[src/rtl/mux_rr_arbiter.sv]
// mux_rr_arbiter: four-requester round-robin arbiter that owns the select
// and enable of a shared 4:1 DW-bit mux and registers the mux output.
// A grant lasts at most MAX_HOLD consecutive cycles before re-arbitration.
// Optional feature macro: MUX_ARB_LOCK_EN adds a per-requester lock input
// that lets the current owner suppress the MAX_HOLD expiry.
module mux_rr_arbiter #(
  parameter int unsigned DW       = 4,
  parameter int unsigned MAX_HOLD = 4
) (
  input  logic          clk,
  input  logic          rst_n,
  input  logic [3:0]    req,
  input  logic [DW-1:0] a,
  input  logic [DW-1:0] b,
  input  logic [DW-1:0] c,
  input  logic [DW-1:0] d,
`ifdef MUX_ARB_LOCK_EN
  input  logic [3:0]    lock,
`endif
  output logic [3:0]    gnt,
  output logic [1:0]    sel,
  output logic          en,
  output logic [DW-1:0] z,
  output logic          z_valid
);

  typedef enum logic {
    S_IDLE,
    S_GRANT
  } state_t;

  localparam logic [3:0] MAX_HOLD_C = 4'(MAX_HOLD);

  state_t        r_state;
  logic [3:0]    r_gnt;
  logic [1:0]    r_sel;
  logic          r_en;
  logic [1:0]    r_last;
  logic [3:0]    r_hold_cnt;
  logic [DW-1:0] r_z;
  logic          r_z_valid;

  logic          w_pick_found;
  logic [1:0]    w_pick_idx;
  logic          w_own_req;
  logic          w_below_max;
  logic          w_lock_hold;
  logic          w_continue;
  logic [DW-1:0] w_mux_out;

  // Round-robin pick: first set request scanning last+1, last+2, ... mod 4.
  // In GRANT, last equals the owner, so the owner is scanned last; this also
  // covers the expired-but-still-requesting regrant without a special case.
  always_comb begin
    w_pick_found = 1'b0;
    w_pick_idx   = '0;
    for (int unsigned i = 1; i <= 4; i++) begin
      if (!w_pick_found && req[r_last + 2'(i)]) begin
        w_pick_found = 1'b1;
        w_pick_idx   = r_last + 2'(i);
      end
    end
  end

  assign w_own_req   = req[r_sel];
  assign w_below_max = (r_hold_cnt < MAX_HOLD_C);

`ifdef MUX_ARB_LOCK_EN
  // Only the owner's lock bit matters; non-owner locks are ignored.
  assign w_lock_hold = lock[r_sel];
`else
  assign w_lock_hold = 1'b0;
`endif

  assign w_continue = (r_state == S_GRANT) && w_own_req
                      && (w_below_max || w_lock_hold);

  // Shared 4:1 mux driven by the registered select.
  always_comb begin
    w_mux_out = '0;
    unique case (r_sel)
      2'd0: w_mux_out = a;
      2'd1: w_mux_out = b;
      2'd2: w_mux_out = c;
      2'd3: w_mux_out = d;
    endcase
  end

  // Arbitration FSM; gnt, sel and en are always updated together.
  always_ff @(posedge clk) begin
    if (!rst_n) begin
      r_state    <= S_IDLE;
      r_gnt      <= '0;
      r_sel      <= '0;
      r_en       <= 1'b0;
      r_last     <= 2'd3;
      r_hold_cnt <= '0;
    end else begin
      unique case (r_state)
        S_IDLE: begin
          if (w_pick_found) begin
            r_state    <= S_GRANT;
            r_gnt      <= 4'b0001 << w_pick_idx;
            r_sel      <= w_pick_idx;
            r_en       <= 1'b1;
            r_last     <= w_pick_idx;
            r_hold_cnt <= 4'd1;
          end
        end
        S_GRANT: begin
          if (w_continue) begin
            // Saturates at MAX_HOLD while a lock keeps the owner in place.
            if (w_below_max) begin
              r_hold_cnt <= r_hold_cnt + 4'd1;
            end
          end else if (w_pick_found) begin
            r_gnt      <= 4'b0001 << w_pick_idx;
            r_sel      <= w_pick_idx;
            r_en       <= 1'b1;
            r_last     <= w_pick_idx;
            r_hold_cnt <= 4'd1;
          end else begin
            // sel deliberately keeps its last value when going idle.
            r_state    <= S_IDLE;
            r_gnt      <= '0;
            r_en       <= 1'b0;
            r_hold_cnt <= '0;
          end
        end
      endcase
    end
  end

  // Registered mux output; holds while no grant is active.
  always_ff @(posedge clk) begin
    if (!rst_n) begin
      r_z       <= '0;
      r_z_valid <= 1'b0;
    end else begin
      r_z_valid <= r_en;
      if (r_en) begin
        r_z <= w_mux_out;
      end
    end
  end

  assign gnt     = r_gnt;
  assign sel     = r_sel;
  assign en      = r_en;
  assign z       = r_z;
  assign z_valid = r_z_valid;

`ifndef SYNTHESIS
  a_gnt_onehot0 : assert property (@(posedge clk) disable iff (!rst_n)
    $onehot0(r_gnt));
  a_en_with_gnt : assert property (@(posedge clk) disable iff (!rst_n)
    r_en == (r_gnt != '0));
  a_hold_bound  : assert property (@(posedge clk) disable iff (!rst_n)
    r_hold_cnt <= MAX_HOLD_C);
`endif

endmodule

[config.mk]
export PLATFORM = sky130hd
export DESIGN_NAME = mux_rr_arbiter
export DESIGN_NICKNAME = d
export VERILOG_FILES = /design/src/rtl/mux_rr_arbiter.sv
export SDC_FILE = /design/constraint.sdc
export NUM_CORES = 1
export LEC_CHECK = 0
export ABC_AREA = 1
export BUFFER_PORTS_ARGS = -buffer_cell sky130_fd_sc_hd__clkbuf_2
export CAP_MARGIN = 20
export CELL_PAD_IN_SITES_DETAIL_PLACEMENT = 0
export CELL_PAD_IN_SITES_GLOBAL_PLACEMENT = 1
export CORE_AREA = 2 2 62 64
export DETAILED_ROUTE_END_ITERATION = 10
export DIE_AREA = 0 0 64 66
export PLACE_DENSITY = 0.86
export RECOVER_POWER = 100
export SYNTH_ARGS = -nofsm -noshare
export SYNTH_HDL_FRONTEND = slang
export SYNTH_SLANG_ARGS = --single-unit
[constraint.sdc]
create_clock -name clk -period 1.85 [get_ports clk]
set_input_delay 0.555 -clock clk [delete_from_list [all_inputs] [get_ports clk]]
set_output_delay 0.555 -clock clk [all_outputs]
set_load 0.005 [all_outputs]
======== Yosys cells after proc, flatten, opt, wreduce, memory -nomap -nowiden ========
Cells that the tools add are included.
storage, ports and cells
  bits in registers ....................... 19
  output and inout bits ................... 12
cells by class
  $add $sub $neg .......................... 4
  $lt $le $gt $ge ......................... 6
  eq/ne operators ......................... 6
  shifts and indexed selects .............. 1
  multiplexer cells ....................... 40
  bitwise gates (word level) .............. 1
  reduce and logical (&&, ||, !) cells .... 11
operators with widths
  cell                                                         count
  2-to-1 mux 4 bit                                             6
  2-to-1 mux 2 bit                                             8
  case mux 4 bit (2 select lines)                              2
  case mux 4 bit (4 select lines)                              1
  less-than comparator 2 x 3 -> 1 bit (second input constant)  5
  2-to-1 mux 1 bit                                             14
  binary-select mux 1 bit (select 2 bit)                       5
  case mux 2 bit (2 select lines)                              2
  logical AND 1 bit                                            5
  adder 2 bit (second input constant)                          2
  adder 4 x 1 -> 4 bit (second input constant)                 1
  equality test 2 bit (second input constant)                  2
  less-than comparator 4 x 3 -> 1 bit (second input constant)  1
  inequality test 2 bit (second input constant)                2
  case mux 1 bit (2 select lines)                              2
  AND reduction 2 bit                                          2
  left shift 1 x 2 -> 4 bit (first input constant)             1
  logical NOT 1 bit                                            3
  inequality test 3 bit (second input constant)                1
  adder 2 x 1 -> 2 bit (second input constant)                 1
  equality test 2 x 1 -> 1 bit (second input constant)         1
  logical NOT 2 bit                                            1
  NOT 1 bit                                                    1

======== Longest topological paths before layout ========
  word-level depth ........................ 17
  depth in mapped cells ................... 14

======== Worst setup path before layout ========
Ideal clock, no wire load.
  path type ............................... input-to-reg
  start point ............................. in req[2]
  end point ............................... reg r_sel[0], in the netlist sel[0]
  setup time .............................. 0.122 ns
  arrival time ............................ 1.412 ns
  slack ................................... 0.316 ns
  stages .................................. 10
  path buffers ............................ 0
  path through ............................ nand2_1 > nand2_4 > nand2_2 > nand2_2 > nor2_4 > nand4_2 > nand2_2 > inv_2 > o21ai_2 > a21oi_1
on the way
  word-level cells in the longest chain between the ends .. 15
  elaborated cells on any way between the ends .. 30
  classes of those cells .................. eq/ne (1); mux (21); reduce/logical (8)
ends and longest elaborated chain
  what                                                         RTL line  text
  from (decl)                                                  12        input logic [3:0] req,
  binary-select mux 1 bit (select 2 bit)                       58        if (!w_pick_found && req[r_last + 2'(i)]) begin
  2-to-1 mux 1 bit (not written as such)                       58
  2-to-1 mux 1 bit                                             58
  logical NOT 1 bit                                            58
  logical AND 1 bit                                            58
  2-to-1 mux 1 bit                                             58
  logical NOT 1 bit                                            58
  logical AND 1 bit                                            58
  2-to-1 mux 1 bit                                             58
  logical NOT 1 bit                                            58
  logical AND 1 bit                                            58
  2-to-1 mux 2 bit / 2-to-1 mux 1 bit (equally long branches)  58
  2-to-1 mux 2 bit                                             101, 116
  2-to-1 mux 2 bit                                             111       if (w_continue) begin
  case mux 2 bit (2 select lines)                              99        unique case (r_state)
  to (signal assigned)                                         104       r_sel <= w_pick_idx;
  to (signal assigned)                                         118       r_sel <= w_pick_idx;
  to (decl)                                                    36        logic [1:0] r_sel;
Several ways; a longest one is shown, not always the timed one. The select of a mux whose other input is x is not followed.
A chain may end at the register's enable or synchronous reset.

======== Worst setup path in the final report ========
  start point ............................. reg r_last[0]
  end point ............................... reg r_gnt[0], in the netlist gnt[0]
on the way
  word-level cells in the longest chain between the ends .. 17
  elaborated cells on any way between the ends .. 32
  classes of those cells .................. add/sub (3); eq/ne (1); shift (1); mux (20); reduce/logical (7)
ends and longest elaborated chain
  what                                    RTL line  text
  from (decl)                             38        logic [1:0] r_last;
  from (signal assigned)                  106       r_last <= w_pick_idx;
  from (signal assigned)                  120       r_last <= w_pick_idx;
  adder 2 x 1 -> 2 bit                    58, 60
  binary-select mux 1 bit (select 2 bit)  58
  2-to-1 mux 1 bit (not written as such)  58
  2-to-1 mux 1 bit                        58
  logical NOT 1 bit                       58
  logical AND 1 bit                       58
  2-to-1 mux 1 bit                        58
  logical NOT 1 bit                       58
  logical AND 1 bit                       58
  2-to-1 mux 1 bit                        58
  logical NOT 1 bit                       58
  logical AND 1 bit                       58
  2-to-1 mux 2 bit                        58
  left shift 1 x 2 -> 4 bit               103, 117
  2-to-1 mux 4 bit                        116       end else if (w_pick_found) begin
  2-to-1 mux 4 bit                        111
  case mux 4 bit (2 select lines)         99
  to (signal assigned)                    103       r_gnt <= 4'b0001 << w_pick_idx;
  to (signal assigned)                    117       r_gnt <= 4'b0001 << w_pick_idx;
  to (decl)                               35        logic [3:0] r_gnt;
Several ways; a longest one is shown, not always the timed one. The select of a mux whose other input is x is not followed.

==> run metrics <==
Antenna Diode Count=0; Rel. slew slack=76.21%; Setup TNS=0 ns; Starting DRT DRC Count=22; hpwl dp=roughly 2200 um; VDD IR max=0.0006875 V; Yosys cell types=27; worst path arrival time=1.87 ns; Num CTS Buffers=3; commonest non-fill, non-tap cell in the layout=nand2_1; worst reg2reg path depth=11; status=complete, no violations; Post-CTS Repair Setup Buffers=0; largest net degree at the start of global routing=13; Die ar.=around 4200 um2; clock sinks=19; site row count=22; Setup crit start kind=flop; Min Hold Slack=approximately 0.45 ns; core area=about 3600 um2; CTS HTree Levels=1; CTS root buffer=clkbuf_4; CTS resizes=0; Min-Delay Path Class=reg -> reg; Detailed Routing Iterations Pass 1=4; MaxCap Viol Count=0; clock slew at the register clock pins of the worst setup and hold paths=0.11 ns; worst endpoint required time=2.08 ns; Residual DRC=0; crit share post-route=about nine tenths; Initial Utilization=34.60%; I/O Buffers=33; post-route ant nets=0; syn nets=about 200; die extent in y=roughly 66 um; drt via density=4.590; CP Max Fanout=9; Yosys reg bits=19; Post-Syn Area per Cell=between 7 and 8 um2; worst-margin pin slew=0.3564 ns; Final GP Congestion=between 0.8 and 0.9; reg2reg setup slack=about 0.21 ns; yosys warns=0; # hold bufs at CTS=0; Post-Synthesis Cells=roughly 170; GRT overflow=0; leakage=0.7438 nW; initial antenna violation count=0; element type at the critical path end=flop; # setup viols final=0; wire per inst=~10 um; Post-Route WL=roughly 2700 um; Hold Vio Cnt, Final=0; critical path type=reg -> reg; netlist area before placement=~1200 um2; most frequent cells in the layout=nand2_1 (50), clkbuf_2 (29), dfxtp_1 (18); die width=between 60 and 70 um; Vias=about 1,200; register area share after synthesis=a little under a third; CTS tree=done; fin. max-slew vios=0; post-layout minimum cycle time=about 1.6 ns; R2R Path End=gnt[0]$_SDFFE_PN0P_; first-pass GRT wire length=4988 um; worst setup path startpoint=r_last[0]$_SDFFE_PN1P_; fmax=between 0.6 and 0.7 GHz; # nets final=237; vias in the first global route=around 1,200; Clock Path Buffers=2; Total Routing Usage GR=around 15%; Pwr Density=1606 nW/um2; Clock Latency Late Sink=0.29 ns; R2R Path Start=r_last[0]$_SDFFE_PN1P_; layout cells sized above 1=between 30% and 40%; crit path to=gnt[0]$_SDFFE_PN0P_; clk_skew=between 0.0007 and 0.0008 ns; area grow syn2layout=20.27%; # IOs=34
-- report_power, final --
| group | switching (W) | internal [W] | total [W] |
|---|---|---|---|
| Combinational | 0.000954 | 0.000547 | 0.00150 |
| Clock | 0.000126 | 0.0000805 | 0.000207 |
| Sequential | 0.000114 | 0.000551 | 0.000665 |
| Total | 0.00119 | 0.00118 | 0.00237 |
-- cells in the mapped netlist, drive strengths merged --
master,count,share of area [%]
ha,1,1.0
dfxtp,19,31
o21ai,8,3.6
nand2,68,27
a21oi,15,6.1
nor2,11,5.0
buf,2,2.5
o211ai,1,1.0
inv,20,6.5
nor3,1,0.41
a41oi,3,2.1
nand3,17,7.3
a22oi,1,0.61
dlygate4sd1,1,0.71
nand4,6,4.8
-- final cells by class --
class	count	area [um2]
multi-input combinational	132	732.0
timing repair buffer	38	193.9
inverter	20	82.58
tap	48	60.06
clock buffer	3	22.52
clock inverter	1	5.005
sequential	19	381.6
fill	395	2073
-- metal layers --
layer / wire (um) / global-route usage, %
met1: 1287 / 18.88
met2: 1289 / 25.39
met3: 138 / 4.429
met4: 10 / 1.630
met5: 0 / 0
-- logic make-up (layout without fill, tap and decap cells) --
logic type | Yosys count | after routing | synth area share (%)
compound gates | 28 | 28 | 13.44
fa+ha+maj | 1 | 1 | 1.018
buf+inv | 23 | 62 | 9.776
flops | 19 | 19 | 30.96
simple gates | 103 | 103 | 44.81
-- sequential cells by signal, indices dropped and copies added, names as in the netlist --
signal and cells:
en 1, r_last 2, z 4, r_state 1, r_hold_cnt 4, sel 2, gnt 4, z_valid 1
-- worst min-delay path by stage --
| stage | from | end | slack (ns) | depth (start not counted) |
|---|---|---|---|---|
| floorplan | r_hold_cnt[3]$_SDFFE_PN0P_ | r_hold_cnt[3]$_SDFFE_PN0P_ | 0.42 | 2 |
| global placement | r_hold_cnt[3]$_SDFFE_PN0P_ | r_hold_cnt[3]$_SDFFE_PN0P_ | 0.43 | 2 |
| detailed placement | r_hold_cnt[3]$_SDFFE_PN0P_ | r_hold_cnt[3]$_SDFFE_PN0P_ | 0.43 | 2 |
| CTS | r_hold_cnt[3]$_SDFFE_PN0P_ | r_hold_cnt[3]$_SDFFE_PN0P_ | 0.45 | 2 |
| global route | r_hold_cnt[3]$_SDFFE_PN0P_ | r_hold_cnt[3]$_SDFFE_PN0P_ | 0.47 | 2 |
| finish | r_hold_cnt[3]$_SDFFE_PN0P_ | r_hold_cnt[3]$_SDFFE_PN0P_ | 0.45 | 2 |
-- critical path, cell delays in order, from the launching register on --
cell	delay, ns
dfxtp_1	0.39
buf_4	0.18
nand2_1	0.06
nand2_1	0.15
nand2_2	0.10
nand2_2	0.11
nor2_4	0.05
nand3_1	0.09
nand2_1	0.10
nor2_4	0.14
nand3_1	0.10
a21oi_1	0.12
-- per-stage QoR --
| step | setup WS, ns | instance area [um2] | std cells | power, W | utilization, % |
|---|---|---|---|---|---|
| 6_report | 0.2144 | 1478 | 261 | 0.002372 | 41.61 |
| 5_1_grt | -0.01720 | 1478 | 261 | 0.002662 | 41.61 |
| 4_1_cts | 0.1260 | 1479 | 261 | 0.002383 | 41.65 |
| 3_5_place_dp | 0.02312 | 1451 | 257 | 0.002171 | 40.87 |
| 3_3_place_gp | 0.05821 | 1451 | 257 | 0.002168 | 40.87 |
| 2_1_floorplan | 0.3164 | 1229 | 174 | 0.001822 | - |
Note: power is estimated with default switching activity, not from simulation.
